$ cat src/rtl/muxn_pkg.sv
// Shared definitions for the N-channel registered mux: channel limits, mode
// encoding and the round-robin pointer wrap helper.
package muxn_pkg;

   localparam int NCH_MAX = 16;

   typedef enum logic {
      MODE_MANUAL = 1'b0,
      MODE_SCAN   = 1'b1
   } mode_e;

   // Advance a round-robin pointer by one, wrapping at nch.
   function automatic int unsigned rr_next(input int unsigned ptr, input int unsigned nch);
      return (ptr + 1 >= nch) ? 0 : ptr + 1;
   endfunction

endpackage

$ cat src/rtl/rr_arbiter.sv
// Combinational round-robin arbiter: grants the first requester found
// starting at ptr and wrapping modulo NCH.
module rr_arbiter #(
   parameter int NCH  = 4,
   parameter int SELW = $clog2(NCH)
) (
   input  logic [NCH-1:0]  req,
   input  logic [SELW-1:0] ptr,
   output logic [NCH-1:0]  grant,
   output logic [SELW-1:0] grant_idx,
   output logic            any
);

   function automatic int wrap(input int v);
      return (v >= NCH) ? v - NCH : v;
   endfunction

   // Walk the search order backwards so the closest requester to ptr wins last.
   always_comb begin
      grant     = '0;
      grant_idx = '0;
      any       = 1'b0;
      for (int k = NCH - 1; k >= 0; k--) begin
         if (req[wrap(int'(ptr) + k)]) begin
            grant                       = '0;
            grant[wrap(int'(ptr) + k)]  = 1'b1;
            grant_idx                   = SELW'(wrap(int'(ptr) + k));
            any                         = 1'b1;
         end
      end
   end

endmodule

$ cat src/rtl/muxn_rr_reg.sv
// NCH-channel registered mux with manual or round-robin selection and a
// valid/ready output slot; each captured word carries its source channel.
module muxn_rr_reg
   import muxn_pkg::*;
#(
   parameter int WIDTH = 8,
   parameter int NCH   = 4,
   localparam int SELW = $clog2(NCH)
) (
   input  logic                 clk,
   input  logic                 rst_n,
   input  logic                 mode,
   input  logic [SELW-1:0]      sel,
   input  logic [NCH*WIDTH-1:0] d,
   input  logic [NCH-1:0]       d_valid,
   output logic [NCH-1:0]       d_ack,
   input  logic                 out_ready,
   output logic                 out_valid,
   output logic [WIDTH-1:0]     out_data,
   output logic [SELW-1:0]      out_ch,
   output logic                 sel_err
);

   logic [SELW-1:0] rr_ptr;
   logic [NCH-1:0]  arb_grant;
   logic [SELW-1:0] arb_idx;
   logic            arb_any;
   logic            mode_scan;
   logic            sel_ok;
   logic            man_grant;
   logic            grant_any;
   logic [SELW-1:0] g;
   logic            free;
   logic            cap;

   rr_arbiter #(.NCH(NCH), .SELW(SELW)) u_arb (
      .req       (d_valid),
      .ptr       (rr_ptr),
      .grant     (arb_grant),
      .grant_idx (arb_idx),
      .any       (arb_any)
   );

   assign mode_scan = (mode_e'(mode) == MODE_SCAN);
   assign sel_ok    = ({1'b0, sel} < (SELW+1)'(NCH));
   assign man_grant = sel_ok && d_valid[sel];
   assign grant_any = mode_scan ? arb_any : man_grant;
   assign g         = mode_scan ? arb_idx : sel;
   assign free      = !out_valid || out_ready;
   // Gated by rst_n so no ack leaks out while the slot is being cleared.
   assign cap       = rst_n && free && grant_any;
   assign d_ack     = cap ? (NCH'(1) << g) : '0;

   always_ff @(posedge clk or negedge rst_n) begin
      if (!rst_n) begin
         out_valid <= 1'b0;
         out_data  <= '0;
         out_ch    <= '0;
         sel_err   <= 1'b0;
         rr_ptr    <= '0;
      end else begin
         if (!mode_scan && !sel_ok)
            sel_err <= 1'b1;
         if (cap) begin
            out_data  <= d[int'(g)*WIDTH +: WIDTH];
            out_ch    <= g;
            out_valid <= 1'b1;
            if (mode_scan)
               rr_ptr <= SELW'(rr_next(32'(arb_idx), NCH));
         end else if (free) begin
            out_valid <= 1'b0;
         end
      end
   end

endmodule

$ cat config.mk
export PLATFORM = sky130hd
export DESIGN_NAME = muxn_rr_reg
export DESIGN_NICKNAME = d
export VERILOG_FILES = /design/src/rtl/muxn_pkg.sv /design/src/rtl/rr_arbiter.sv /design/src/rtl/muxn_rr_reg.sv
export SDC_FILE = /design/constraint.sdc
export NUM_CORES = 1
export LEC_CHECK = 0
export ABC_AREA = 1
export ABC_CLOCK_PERIOD_IN_PS = 3050
export CAP_MARGIN = 40
export CORE_UTILIZATION = 45
export DETAILED_ROUTE_END_ITERATION = 10
export GPL_TIMING_DRIVEN = 0
export HOLD_SLACK_MARGIN = 0.06
export PLACE_DENSITY = 0.95
export SLEW_MARGIN = 15
export SYNTH_ARGS = -nofsm -noshare
export SYNTH_HDL_FRONTEND = slang
export SYNTH_SLANG_ARGS = --single-unit
$ cat constraint.sdc
create_clock -name clk -period 3.05 [get_ports clk]
set_input_delay 0.61 -clock clk [delete_from_list [all_inputs] [get_ports clk]]
set_output_delay 0.61 -clock clk [all_outputs]
set_load 0.005 [all_outputs]
**Word-level counts from Yosys, hierarchy flattened**

Cells that the tools add are included.

- Register bits after elaboration: 13
- Bits of input ports: 42
- Output and inout port bits: 16

- Add/subtract/negate cells: 8
- Order comparisons: 10
- Shifts and indexed selects: 2
- Mux-type cells: 32
- Reduce and logical (&&, ||, !) cells: 6

Operator list:

| cell | number |
|---|---|
| less-than comparator 32 x 4 -> 1 bit, second input constant | 4 |
| 2-to-1 mux 32 bit | 4 |
| >= comparator 32 x 4 -> 1 bit, second input constant | 2 |
| subtractor 32 x 4 -> 32 bit, second input constant | 2 |
| indexed part select 32 x 6 -> 8 bit | 1 |
| 2-to-1 mux 1 bit | 16 |
| 2-to-1 mux 2 bit | 6 |
| binary-select mux 1 bit (select 2 bit) | 5 |
| adder 2 x 1 -> 3 bit, second input constant | 2 |
| adder 2 x 2 -> 3 bit, second input constant | 2 |
| >= comparator 3 bit, second input constant | 2 |
| 2-to-1 mux 4 bit | 1 |
| << shifter 1 x 2 -> 4 bit, first input constant | 1 |
| subtractor 2 x 3 -> 4 bit, second input constant | 1 |
| subtractor 3 x 3 -> 4 bit, second input constant | 1 |
| >= comparator 2 x 3 -> 1 bit, second input constant | 1 |
| less-than comparator 2 x 3 -> 1 bit, second input constant | 1 |
| logical AND 1 bit | 2 |
| AND reduction 2 bit | 1 |
| nonzero test 2 bit | 1 |
| zero test 1 bit | 1 |
| logical OR 1 bit | 1 |

**Longest topological paths before layout**

- Depth after elaboration: 13
- Depth in mapped cells: 16

**Modules after synthesis**

A second synthesis with hierarchy kept.

- Cell total of the unflattened synthesis: 269
- Area, all modules: 1,584.0 um^2

By module, submodules not included:

| module | instances | cells an instance | area an instance (um^2) | sequential area each (um^2) |
|---|---|---|---|---|
| muxn_rr_reg | 1 | 183 | 1,126.1 | 325.3 |
| rr_arbiter | 1 | 86 | 457.9 | 0.0 |

**Worst setup path after synthesis**

Ideal clock, no wire load.

- Path kind: in2out
- Start point: input port d_valid[1]
- End point: output port d_ack[1]
- Arrival time: 1,620 ps
- Slack: 820 ps
- Stages: 9
- Cells stage by stage: inv_1 -> o21ai_2 -> nor2_2 -> nand2_1 -> nor3_2 -> nor2_4 -> inv_2 -> buf_2 -> nor3_1

- Longest elaborated chain between the ends: 10
- Elaborated cells between the ends (all ways): 27
- Classes of those cells: shift: 1; mux: 25; reduce/logical: 1

Ends and longest elaborated chain:

| element | line | RTL |
|---|---|---|
| start, declared | muxn_rr_reg.sv:15 | `input logic [NCH-1:0] d_valid,` |
| binary-select mux 1 bit (select 2 bit) | rr_arbiter.sv:24 | `if (req[wrap(int'(ptr) + k)]) begin` |
| 2-to-1 mux 1 bit (not written as such) (2 in a row) | rr_arbiter.sv:24 |  |
| 2-to-1 mux 2 bit or 2-to-1 mux 1 bit (tied branches) (4 in a row) | rr_arbiter.sv:24 |  |
| 2-to-1 mux 2 bit or 2-to-1 mux 1 bit (tied branches) | muxn_rr_reg.sv:48, muxn_rr_reg.sv:47 |  |
| << shifter 1 x 2 -> 4 bit or logical AND 1 bit (tied branches) | muxn_rr_reg.sv:52, muxn_rr_reg.sv:51 |  |
| 2-to-1 mux 4 bit (*) | muxn_rr_reg.sv:52 | `assign d_ack = cap ? (NCH'(1) << g) : '0;` |
| end, declared | muxn_rr_reg.sv:16 | `output logic [NCH-1:0] d_ack,` |

Every way passes the cells marked *; elsewhere a longest branch is shown, timed or not. The select of a mux whose other input is x is not followed.

**Worst setup path in the final report**

- Start point: input port sel[1]
- End point: output port d_ack[1]

- Longest elaborated chain between the ends: 5
- Elaborated cells between the ends (all ways): 7
- Classes of those cells: shift: 1; mux: 5; reduce/logical: 1

Ends and longest elaborated chain:

| element | line | RTL |
|---|---|---|
| start, declared | muxn_rr_reg.sv:13 | `input logic [SELW-1:0] sel,` |
| binary-select mux 1 bit (select 2 bit) | muxn_rr_reg.sv:46 | `assign man_grant = sel_ok && d_valid[sel];` |
| 2-to-1 mux 1 bit (not written as such) | muxn_rr_reg.sv:46 |  |
| 2-to-1 mux 1 bit | muxn_rr_reg.sv:47 | `assign grant_any = mode_scan ? arb_any : man_grant;` |
| logical AND 1 bit | muxn_rr_reg.sv:51 | `assign cap = rst_n && free && grant_any;` |
| 2-to-1 mux 4 bit (*) | muxn_rr_reg.sv:52 |  |

Marks and branches as above.

==> results.txt <==
The root cell of the clock tree is clkbuf_4. TritonCTS built the clock tree. The final period demand of the worst path came out at 2890 ps. Of all nets on the critical path, the largest fanout is 14. Before antenna repair, the detailed router went through 4 iterations. The TritonCTS sink count is 13. Counting the buffers created by CTS gives 3. The die outline width came out at 54.8 um. The area share of the leading cell type in the synthesized netlist is 25.9%. The slew at the pin with the worst max-slew slack is 595 ps. The launching element type of the critical path is a primary input. The final antenna diode count is 0.

The wire length of the first global-routing pass came out at 4.99 mm. The net load switching power is 0.626 mW. For this run, the leading register cell type out of synthesis is dfrtp_1. The post-placement worst setup slack came out at -625 ps. The post-synthesis cell area came out at 1250 um^2.

Data on the critical path arrives at its endpoint at 2280 ps. The core area is 2540 um^2. The worst-case IR drop observed on VDD is 0.000492 V.

The number of hold violations in the final report is 0. The top cell types in the final layout, fill and taps aside, are 48 x nand2_1, 46 x clkdlybuf4s50_1, 33 x inv_1. Setup repair after global routing could not meet its margin everywhere. Per report_power, the combinational group accounts for 69.8% of the total. Clock latency on the worst-skew pair, taken at its later pin, is 270 ps.

At the end of the flow the core is filled with cells to 74.5%. The dominant cell type by area after synthesis is dfrtp_1. The total of max-cap violations came out at 0. Cell internal power was estimated by the tool at 0.755 mW. The library cell used most frequently in the layout, excluding fill and tap cells, is nand2_1. The final cycle utilization of the critical path is 94.6%. The final clock skew is 0.568 ps. The global-route usage over all layers came out at 23.3%. Dividing the detail-routed wire length by the instance count gives 11.7 um. The async set-reset flop share out of synthesis is 100%.

Sequential cells account for 22.4% of the total power. The number of synthesized flops with an enable pin came out at 0. The fraction of layout instances using a drive strength above 1 came out at 19.0%.

The half-perimeter wire length after detailed placement is 2.67 mm. The number of instances in the synthesized netlist came out at 189. The number of library cell types mapped by synthesis is 32. The routed wire length came out at 3.31 mm. The worst setup path is captured at an output pin. The required time reported for the critical path endpoint is 2440 ps. The number of global-route vias before repair came out at 1,159. The detail-routed via count per cell came out at 5.04. The areal power density over the cells is 728 nW/um^2. In this run the static leakage power is 0.977 nW.

The number of antenna violations at the first check in global routing is 0. The number of synthesized register bits came out at 13. During synthesis, Yosys emitted a total of 0 warnings. Entering global routing, the biggest net connects 15 pins. The remaining antenna violation count after routing is 0. The worst pin sits at a relative slew slack of 60.3%. The worst hold path class is primary input to asynchronous set/reset pin. Relative to the synthesized area, the layout overhead comes to 51.3%. The final-stage net count came out at 295. The via count is 1,420.

The full die area came out at 3000 um^2. Sequential elements use 25.9% of the synthesized area. The net count of the mapped netlist is 231. 58 I/O pins were placed.

The total of hold buffers inserted after clock tree synthesis came out at 0. In this run switching power makes up 45.3% of total power. The synthesized area divided by synthesized cell count came out at 6.63 um^2. The sum of overflow across all layers after global routing is 0. The vertical die dimension came out at 54.8 um.

The number of I/O port buffers came out at 56. The maximum buffer depth of the clock tree came out at 2. The worst reg-to-reg setup slack came out at 950 ps. The flow ran to the end, and the final reports show no timing, DRC or antenna violations. The congestion estimate from routability-driven global placement came to 0.870. The residual DRC count is 0. In the post-route analysis, the smallest setup slack over all paths is 163 ps.

The critical path is of the primary input to output pin type. In this run the number of H-tree levels came out at 1. Row generation in the floorplan step produced 18 rows. The design draws 1.38 mW.

By area the synthesized netlist is led by dfrtp_1 26%, nand2_1 14%, inv_1 10%, nand3_1 10%, nand2_2 6.0%. The starting density of the core came out at 49.3%. The final max-slew violation count came out at 0. In this run, the number of DRC markers left after iteration 0 of detailed routing was 40. Timing would allow up to 346 MHz.

The setup violation total in the final timing report came out at 0. After clock tree synthesis, the clock-pin slew on the worst setup and hold paths is 80 ps. The power share of the clock group came out at 7.7%.
==> through the flow <==
stage / std cells / hold WS, ps / cell area [um^2] / TNS [ps]
4_1_cts: 282 / 469 / 1890 / 0
6_report: 282 / 443 / 1900 / 0
5_1_grt: 282 / 480 / 1900 / -49.1
3_3_place_gp: 275 / 465 / 1850 / -1740
3_5_place_dp: 275 / 468 / 1850 / -2100
2_1_floorplan: 189 / 314 / 1250 / 0
==> metal layers <==
| layer | track usage (%) | part of all wire (%) | routed length [um] |
|---|---|---|---|
| met1 | 31.0 | 45 | 1480 |
| met2 | 39.8 | 50 | 1650 |
| met3 | 1.94 | 4.0 | 131 |
| met4 | 5.98 | 1.5 | 50 |
| met5 | 0 | 0 | 0 |
==> worst max-delay path, stage by stage <==
cell and delay [ps]:
clkdlybuf4s50_1 450, nor2_2 180, inv_1 60, a21oi_1 100, o21ai_0 100, nand3_1 130
nor2_4 60, inv_2 210, nor3_1 100, dlygate4sd2_1 280
==> repair_timing <==
action / in CTS / in global routing
resized for setup: 12 / 9
pin swaps: 5 / 2
setup endpoints to repair: 4 / 4
buffers inserted: 3 / 1
==> registers in the layout (all words and copies together) (netlist names) <==
| name | count |
|---|---|
| out_ch | 2 |
| out_valid | 1 |
| rr_ptr | 2 |
| out_data | 8 |
==> final timing paths <==
check | start | to | cells past startpoint
max in group asynchronous | rst_n | out_data[3] | 1
min in group clk | out_data[3] | out_data[3] | 2
worst min register to register | out_data[3] | out_data[3] | 2
worst max-delay path | sel[1] | d_ack[1] | 10
worst min-delay path | rst_n | out_data[4] | 1
worst max register to register | rr_ptr[0] | out_data[1] | 15
==> cell usage after synthesis, types with 2 or more instances <==
cell type and n:
nor2_2 2, o211ai_1 5, nand3_2 3, nor2_1 7, o21ai_2 4, nand3b_1 5, dfrtp_1 13, nand2_2 12
buf_6 3, inv_2 3, o21ai_0 3, o21a_1 2, nor2_4 2, inv_1 35, nand2_1 48, nor3_1 2
nand3_1 25
==> kinds of logic after synthesis <==
group,count (synthesis),synth area share [%]
DFF,13,25.9
xor gates and xnor gates,1,0.699
buffers and inverters,45,16.6
AOI/OAI and AO/OA,20,12.0
other,1,0.299
and+or+nand+nor,109,44.5
==> area by class of cell <==
| class | instances | area, um^2 |
|---|---|---|
| Inverter | 38 | 143 |
| Clock buffer | 4 | 26.3 |
| Multi-Input combinational cell | 131 | 731 |
| Sequential cell | 13 | 325 |
| Timing Repair Buffer | 60 | 574 |
| Tap cell | 30 | 37.5 |
| Buffer | 6 | 60.1 |
| Fill cell | 202 | 648 |
==> power groups by stage <==
| stage | logic, mW | registers, mW | clock network, mW |
|---|---|---|---|
| after global routing | 1.06 | 0.322 | 0.117 |
| after global placement | 0.901 | 0.308 | 0 |
| after detailed placement | 0.927 | 0.313 | 0 |
| after floorplan | 0.600 | 0.311 | 0 |
| after CTS | 0.947 | 0.311 | 0.105 |
| final | 0.965 | 0.310 | 0.107 |
Power figures use the tool's default switching activity.
